**src/rtl/junction_scheduler_if.sv**
```systemverilog
// rtl/junction_scheduler_if.sv - approach request / junction service bundle for junction_scheduler
// The emg_req lane exists only when JS_EMERGENCY_EN is defined.
interface junction_scheduler_if;
  logic [3:0] req;
  logic [7:0] path_n;
  logic [7:0] path_w;
  logic [7:0] path_e;
  logic [7:0] path_s;
  logic [3:0] ack;
  logic [3:0] grant;
  logic [1:0] in_dir;
  logic [1:0] out_dir;
  logic       NL;
  logic       SL;
  logic       EL;
  logic       WL;
  logic [7:0] new_path;
  logic       pass_valid;
  logic       arrived;
  logic       busy;
`ifdef JS_EMERGENCY_EN
  logic [3:0] emg_req;

  modport master (
    output req, path_n, path_w, path_e, path_s, emg_req,
    input  ack, grant, in_dir, out_dir, NL, SL, EL, WL, new_path, pass_valid, arrived, busy
  );
  modport slave (
    input  req, path_n, path_w, path_e, path_s, emg_req,
    output ack, grant, in_dir, out_dir, NL, SL, EL, WL, new_path, pass_valid, arrived, busy
  );
`else
  modport master (
    output req, path_n, path_w, path_e, path_s,
    input  ack, grant, in_dir, out_dir, NL, SL, EL, WL, new_path, pass_valid, arrived, busy
  );
  modport slave (
    input  req, path_n, path_w, path_e, path_s,
    output ack, grant, in_dir, out_dir, NL, SL, EL, WL, new_path, pass_valid, arrived, busy
  );
`endif
endinterface

```
**src/rtl/junction_scheduler.sv**
```systemverilog
// rtl/junction_scheduler.sv - round-robin four-way junction scheduler with timed exit lamps
// Optional JS_EMERGENCY_EN adds fixed-priority emergency requests that bypass the round-robin pointer.
module junction_scheduler #(
  parameter int DWELL = 4,
  parameter int CLEAR = 2,
  parameter int CW    = 8
) (
  input  logic                 clk,
  input  logic                 rst,
  junction_scheduler_if.slave  bus
);

  localparam logic [1:0] IDLE = 2'd0;
  localparam logic [1:0] LAMP = 2'd1;
  localparam logic [1:0] GAP  = 2'd2;

  localparam logic [CW-1:0] DWELL_N = (DWELL == 0) ? CW'(1) : CW'(DWELL);
  localparam logic [CW-1:0] CLEAR_N = CW'(CLEAR);
  localparam logic [CW-1:0] ONE     = CW'(1);

  logic [1:0]    state;
  logic [1:0]    ptr;
  logic [CW-1:0] cnt;
  logic [1:0]    in_dir_r;
  logic [1:0]    out_dir_r;
  logic [7:0]    new_path_r;
  logic          hop_zero_r;
  logic [3:0]    ack_r;
  logic          pass_r;
  logic          arr_r;

  logic [7:0] path_a [4];
  logic [1:0] win;
  logic [1:0] idx;
  logic       found;
  logic [1:0] hop;
`ifdef JS_EMERGENCY_EN
  logic       emg_win;
`endif

  assign path_a[0] = bus.path_n;
  assign path_a[1] = bus.path_w;
  assign path_a[2] = bus.path_e;
  assign path_a[3] = bus.path_s;

  function automatic logic [1:0] exit_dir(input logic [1:0] d, input logic [1:0] i);
    logic [1:0] r;
    case (d)
      2'b01:   r = {~i[0], i[1]};
      2'b10:   r = {i[0], ~i[1]};
      2'b11:   r = {i[1], i[0]};
      default: r = {~i[1], ~i[0]};
    endcase
    return r;
  endfunction

  // Round-robin scan starts at ptr; an emergency request overrides the scan result.
  always_comb begin
    win   = ptr;
    idx   = ptr;
    found = 1'b0;
    for (int j = 0; j < 4; j++) begin
      idx = ptr + 2'(j);
      if (!found && bus.req[idx]) begin
        win   = idx;
        found = 1'b1;
      end
    end
`ifdef JS_EMERGENCY_EN
    emg_win = 1'b0;
    if (|bus.emg_req) begin
      found   = 1'b1;
      emg_win = 1'b1;
      for (int j = 3; j >= 0; j--) begin
        if (bus.emg_req[j]) win = 2'(j);
      end
    end
`endif
  end

  assign hop = path_a[win][7:6];

  always_ff @(posedge clk) begin
    if (rst) begin
      state      <= IDLE;
      ptr        <= 2'd0;
      cnt        <= '0;
      in_dir_r   <= 2'd0;
      out_dir_r  <= 2'd0;
      new_path_r <= 8'd0;
      hop_zero_r <= 1'b0;
      ack_r      <= 4'd0;
      pass_r     <= 1'b0;
      arr_r      <= 1'b0;
    end else begin
      ack_r  <= 4'd0;
      pass_r <= 1'b0;
      arr_r  <= 1'b0;
      case (state)
        IDLE: begin
          if (found) begin
            state      <= LAMP;
            in_dir_r   <= win;
            out_dir_r  <= exit_dir(hop, win);
            new_path_r <= {path_a[win][5:0], 2'b00};
            hop_zero_r <= (hop == 2'b00);
            ack_r      <= 4'b0001 << win;
            pass_r     <= 1'b1;
            arr_r      <= (hop == 2'b00);
            cnt        <= (hop == 2'b00) ? ONE : DWELL_N;
`ifdef JS_EMERGENCY_EN
            if (!emg_win) ptr <= win + 2'd1;
`else
            ptr <= win + 2'd1;
`endif
          end
        end
        LAMP: begin
          if (cnt <= ONE) begin
            if (CLEAR_N == '0) begin
              state <= IDLE;
              cnt   <= '0;
            end else begin
              state <= GAP;
              cnt   <= CLEAR_N;
            end
          end else begin
            cnt <= cnt - ONE;
          end
        end
        GAP: begin
          if (cnt <= ONE) begin
            state <= IDLE;
            cnt   <= '0;
          end else begin
            cnt <= cnt - ONE;
          end
        end
        default: begin
          state <= IDLE;
          cnt   <= '0;
        end
      endcase
    end
  end

  // Lamps and grant are pure decodes of the held service, so they drop the instant LAMP ends.
  logic lamp_on;
  assign lamp_on = (state == LAMP) && !hop_zero_r;

  assign bus.busy       = (state != IDLE);
  assign bus.grant      = (state == LAMP) ? (4'b0001 << in_dir_r) : 4'b0000;
  assign bus.in_dir     = in_dir_r;
  assign bus.out_dir    = out_dir_r;
  assign bus.new_path   = new_path_r;
  assign bus.ack        = ack_r;
  assign bus.pass_valid = pass_r;
  assign bus.arrived    = arr_r;
  assign bus.NL         = lamp_on && (out_dir_r == 2'b00);
  assign bus.WL         = lamp_on && (out_dir_r == 2'b01);
  assign bus.EL         = lamp_on && (out_dir_r == 2'b10);
  assign bus.SL         = lamp_on && (out_dir_r == 2'b11);

endmodule

```
**src/flat_wrapper.sv**
```systemverilog
// flat-port wrapper written by rule: the top's interface ports become plain ports
module junction_scheduler_flat 
#(
  parameter int DWELL = 4,
  parameter int CLEAR = 2,
  parameter int CW    = 8
)
  (clk, rst, bus_req, bus_path_n, bus_path_w, bus_path_e, bus_path_s, bus_ack, bus_grant, bus_in_dir, bus_out_dir, bus_NL, bus_SL, bus_EL, bus_WL, bus_new_path, bus_pass_valid, bus_arrived, bus_busy);
  junction_scheduler_if bus_i ();
  input  logic clk;
  input  logic rst;
  input wire logic [$bits(bus_i.req)-1:0] bus_req;
  input wire logic [$bits(bus_i.path_n)-1:0] bus_path_n;
  input wire logic [$bits(bus_i.path_w)-1:0] bus_path_w;
  input wire logic [$bits(bus_i.path_e)-1:0] bus_path_e;
  input wire logic [$bits(bus_i.path_s)-1:0] bus_path_s;
  output wire logic [$bits(bus_i.ack)-1:0] bus_ack;
  output wire logic [$bits(bus_i.grant)-1:0] bus_grant;
  output wire logic [$bits(bus_i.in_dir)-1:0] bus_in_dir;
  output wire logic [$bits(bus_i.out_dir)-1:0] bus_out_dir;
  output wire logic [$bits(bus_i.NL)-1:0] bus_NL;
  output wire logic [$bits(bus_i.SL)-1:0] bus_SL;
  output wire logic [$bits(bus_i.EL)-1:0] bus_EL;
  output wire logic [$bits(bus_i.WL)-1:0] bus_WL;
  output wire logic [$bits(bus_i.new_path)-1:0] bus_new_path;
  output wire logic [$bits(bus_i.pass_valid)-1:0] bus_pass_valid;
  output wire logic [$bits(bus_i.arrived)-1:0] bus_arrived;
  output wire logic [$bits(bus_i.busy)-1:0] bus_busy;
  assign bus_i.req = bus_req;
  assign bus_i.path_n = bus_path_n;
  assign bus_i.path_w = bus_path_w;
  assign bus_i.path_e = bus_path_e;
  assign bus_i.path_s = bus_path_s;
  assign bus_ack = bus_i.ack;
  assign bus_grant = bus_i.grant;
  assign bus_in_dir = bus_i.in_dir;
  assign bus_out_dir = bus_i.out_dir;
  assign bus_NL = bus_i.NL;
  assign bus_SL = bus_i.SL;
  assign bus_EL = bus_i.EL;
  assign bus_WL = bus_i.WL;
  assign bus_new_path = bus_i.new_path;
  assign bus_pass_valid = bus_i.pass_valid;
  assign bus_arrived = bus_i.arrived;
  assign bus_busy = bus_i.busy;
  junction_scheduler #(.DWELL(DWELL), .CLEAR(CLEAR), .CW(CW)) u_core (.clk(clk), .rst(rst), .bus(bus_i));
endmodule
```
**config.mk**
```make
export PLATFORM = sky130hd
export DESIGN_NAME = junction_scheduler_flat
export DESIGN_NICKNAME = d
export VERILOG_FILES = /design/src/rtl/junction_scheduler_if.sv /design/src/rtl/junction_scheduler.sv /design/src/flat_wrapper.sv
export SDC_FILE = /design/constraint.sdc
export NUM_CORES = 1
export LEC_CHECK = 0
export BUFFER_PORTS_ARGS = -buffer_cell sky130_fd_sc_hd__buf_4
export CAP_MARGIN = 20
export CORE_UTILIZATION = 40
export DETAILED_ROUTE_END_ITERATION = 10
export MAX_ROUTING_LAYER = met4
export PLACE_DENSITY_LB_ADDON = 0.05
export SYNTH_ARGS = -nofsm -noshare
export SYNTH_HDL_FRONTEND = slang
export SYNTH_SLANG_ARGS = --single-unit
export TNS_END_PERCENT = 1
```
**constraint.sdc**
```tcl
create_clock -name clk -period 3 [get_ports clk]
set_input_delay 0.45 -clock clk [delete_from_list [all_inputs] [get_ports clk]]
set_output_delay 0.45 -clock clk [all_outputs]
set_load 0.1 [all_outputs]
```
==> impl_metrics.csv <==
group,metric,value,unit
outcome,outcome,"complete, no violations",
cts,cts.sinks,29,
setup_path,r2r-start,"u_core.ptr[0]$_SDFFE_PP0P_",
setup_path,crit_required,2.55,ns
synth,netlist_instances,200,
setup_path,r2r_setup_slack,0.89,ns
die,coreArea,0.00400,mm2
synth,ys_ff_latch,29,
hold_path,hp-class,"reg -> reg",
place,io_buffers,62,
die,rows,23,
synth,synth_top_area_share,34.9,%
route,postRouteAntennaNets,0,
flow_run,max-cap-violations,0,
place,place_area,0.00219,mm2
hold_path,min_from,"u_core.cnt[1]$_SDFFE_PP0P_",
cts,clk_latency,0.28,ns
cts,cts_tree,"built",
synth,synth_xor_area_share,2.11,%
cts,cts-hold-fix-buffers,0,
die,initial_utilization,41.6,%
cts,post-cts-setup-buffers,0,
timing,fin_skew,0.00691,ns
place,place_congestion,0.855,
synth,synth-main-ff-cell,"dfxtp_1",
route,wl,4200,um
die,pin_count,65,
synth,yosysMostFrequentCell,"nand2_1",
timing,hold_viol,0,
cts,cts_buffer_depth,2,
global_route,first_global_vias,1473,
finish,design_area,0.00229,mm2
timing,final_max_slew_viol_count,0,
timing,finalSetupViolCount,0,
global_route,overflow,0,
synth,yosys_warnings,0,
timing,period_share,72.0,%
synth,synth_top_family_by_area,"simple AND/OR/NAND/NOR gates",
die,die_w,66.5,um
synth,synth.area.top_cells,"dfxtp_1 35%, mux4_2 8.1%, nand2_1 7.4%",
synth,ys_seq_area_share,34.9,%
synth,synth_area_per_cell,8.31,um2
synth,synth_area_leader_cell,"dfxtp_1",
synth,syn_area,0.00166,mm2
finish,drive_gt1_share,35.6,%
synth,ys_top_cells_by_count,"33 x nand2_1, 29 x dfxtp_1, 19 x nor2_1",
setup_path,critPathKind,"reg -> out",
global_route,grt_max_degree,17,
timing,min_period,2.16,ns
timing,hold_ws,0.452,ns
synth,synth-edff-count,0,
synth,synth_simple_gate_area_share,26.0,%
route,firstDrtPassIters,4,
synth,synthArstFlopShare,0,%
cts,cts_root_buf,"clkbuf_8",
cts,cts_buffers,5,
route,drc,0,
die,dieArea,0.00442,mm2
route,wire_per_inst,13.4,um
route,drt_iter0_markers,126,
timing,fmax,0.463,GHz
setup_path,start_kind,"flop",
cts,cts_resized,0,
timing,rsz0062_at_grt,"no",
route,via_count,1678,
synth,ys_types,52,
setup_path,cp-end-kind,"output port",
finish,num-fill-cells,399,
cts,cts.htree.levels,2,
timing,tns,0,ns
global_route,antenna_found_initial,0,
place,hpwl,3160,um
synth,synthMuxAreaShare,8.13,%
cts,path_clk_slew,0.06,ns
finish,antennaDiodeCount,0,
synth,synth-compound-area-share,21.7,%
global_route,grt_usage,20.9,%
setup_path,crit_arrival,1.71,ns
synth,synth-adder-area-share,1.50,%
finish,finalNetCount,303,
route,viasPerCell,5.34,
global_route,grt_pass1_wl,6680,um
die,dieHeight,66.5,um
setup_path,startpoint,"u_core.state[0]$_SDFFE_PP0P_",
finish,syn_to_final_growth,37.8,%
setup_path,path_max_fanout,9,
## worst max-delay path, stage by stage (launching register included)
cell and delay (ns):
dfxtp_1 0.49, nand2b_1 0.29, nor4b_2 0.32, buf_4 0.33
## worst paths after layout
path | endpoint | cells past startpoint
max | bus_WL | 3
min | u_core.cnt[1]$_SDFFE_PP0P_ | 2
max reg2reg | u_core.cnt[0]$_SDFFE_PP0P_ | 7
min reg2reg | u_core.cnt[1]$_SDFFE_PP0P_ | 2
## cell usage in the layout (no fill, tap or decap), drive strengths merged, types with 2 or more instances in the layout
master	netlist	layout
a211o	2	2
a21oi	17	17
a31oi	3	3
and2	2	2
and4	2	2
buf	5	66
clkbuf	6	7
conb	1	2
dfxtp	29	29
ha	2	2
inv	8	8
mux4	6	6
nand2	34	34
nand3	2	2
nor2	19	19
nor2b	5	5
nor3	7	7
nor4	4	4
nor4b	2	2
o21a	2	2
o21ai	13	13
o221ai	2	2
or3	2	2
or4	3	3
xnor2	2	2
xor2	2	2
## logic make-up after synthesis
family          after synthesis
compound gates               53
xor+xnor                      4
fa+ha+maj                     2
buf+inv                      19
flops                        29
mux                           6
other cells                   1
simple gates                 86
## layout make-up
cell class | count | area, um2 | share of cell area, %
Multi-Input combinational cell | 153 | 1020 | 44.6
Sequential cell | 29 | 581 | 25.3
Timing Repair Buffer | 66 | 495 | 21.6
Clock buffer | 7 | 96.3 | 4.20
Tap cell | 50 | 62.6 | 2.73
Inverter | 8 | 30.0 | 1.31
Clock inverter | 1 | 5.00 | 0.218
## through the flow
stage | util, % | setup slack, ns | std cells
final | 57.3 | 0.839 | 314
after global routing | 57.3 | 0.676 | 314
after CTS | 57.3 | 0.823 | 314
after detailed placement | 54.8 | 0.638 | 306
after global placement | 54.8 | 0.724 | 306
after floorplan | - | -0.744 | 201
## sequential cells by signal (all words and copies together), names as in the netlist
register,count
u_core.bus.ack,4
u_core.bus.arrived,1
u_core.bus.in_dir,2
u_core.bus.new_path,6
u_core.bus.out_dir,2
u_core.bus.pass_valid,1
u_core.cnt,8
u_core.hop_zero_r,1
u_core.ptr,2
u_core.state,2
## per-layer routing
| layer | vias to the layer above | part of all wire [%] | GRT usage [%] |
|---|---|---|---|
| li1 | 845 | - | - |
| met1 | 780 | 47 | 26.7 |
| met2 | 46 | 47 | 31.8 |
| met3 | 7 | 4.6 | 4.28 |
| met4 | 0 | 1.6 | 9.57 |
| met5 | - | 0 | - |
Power is not shown: default switching activity piles up to over one toggle a cycle in this logic, so the estimate is an artifact.
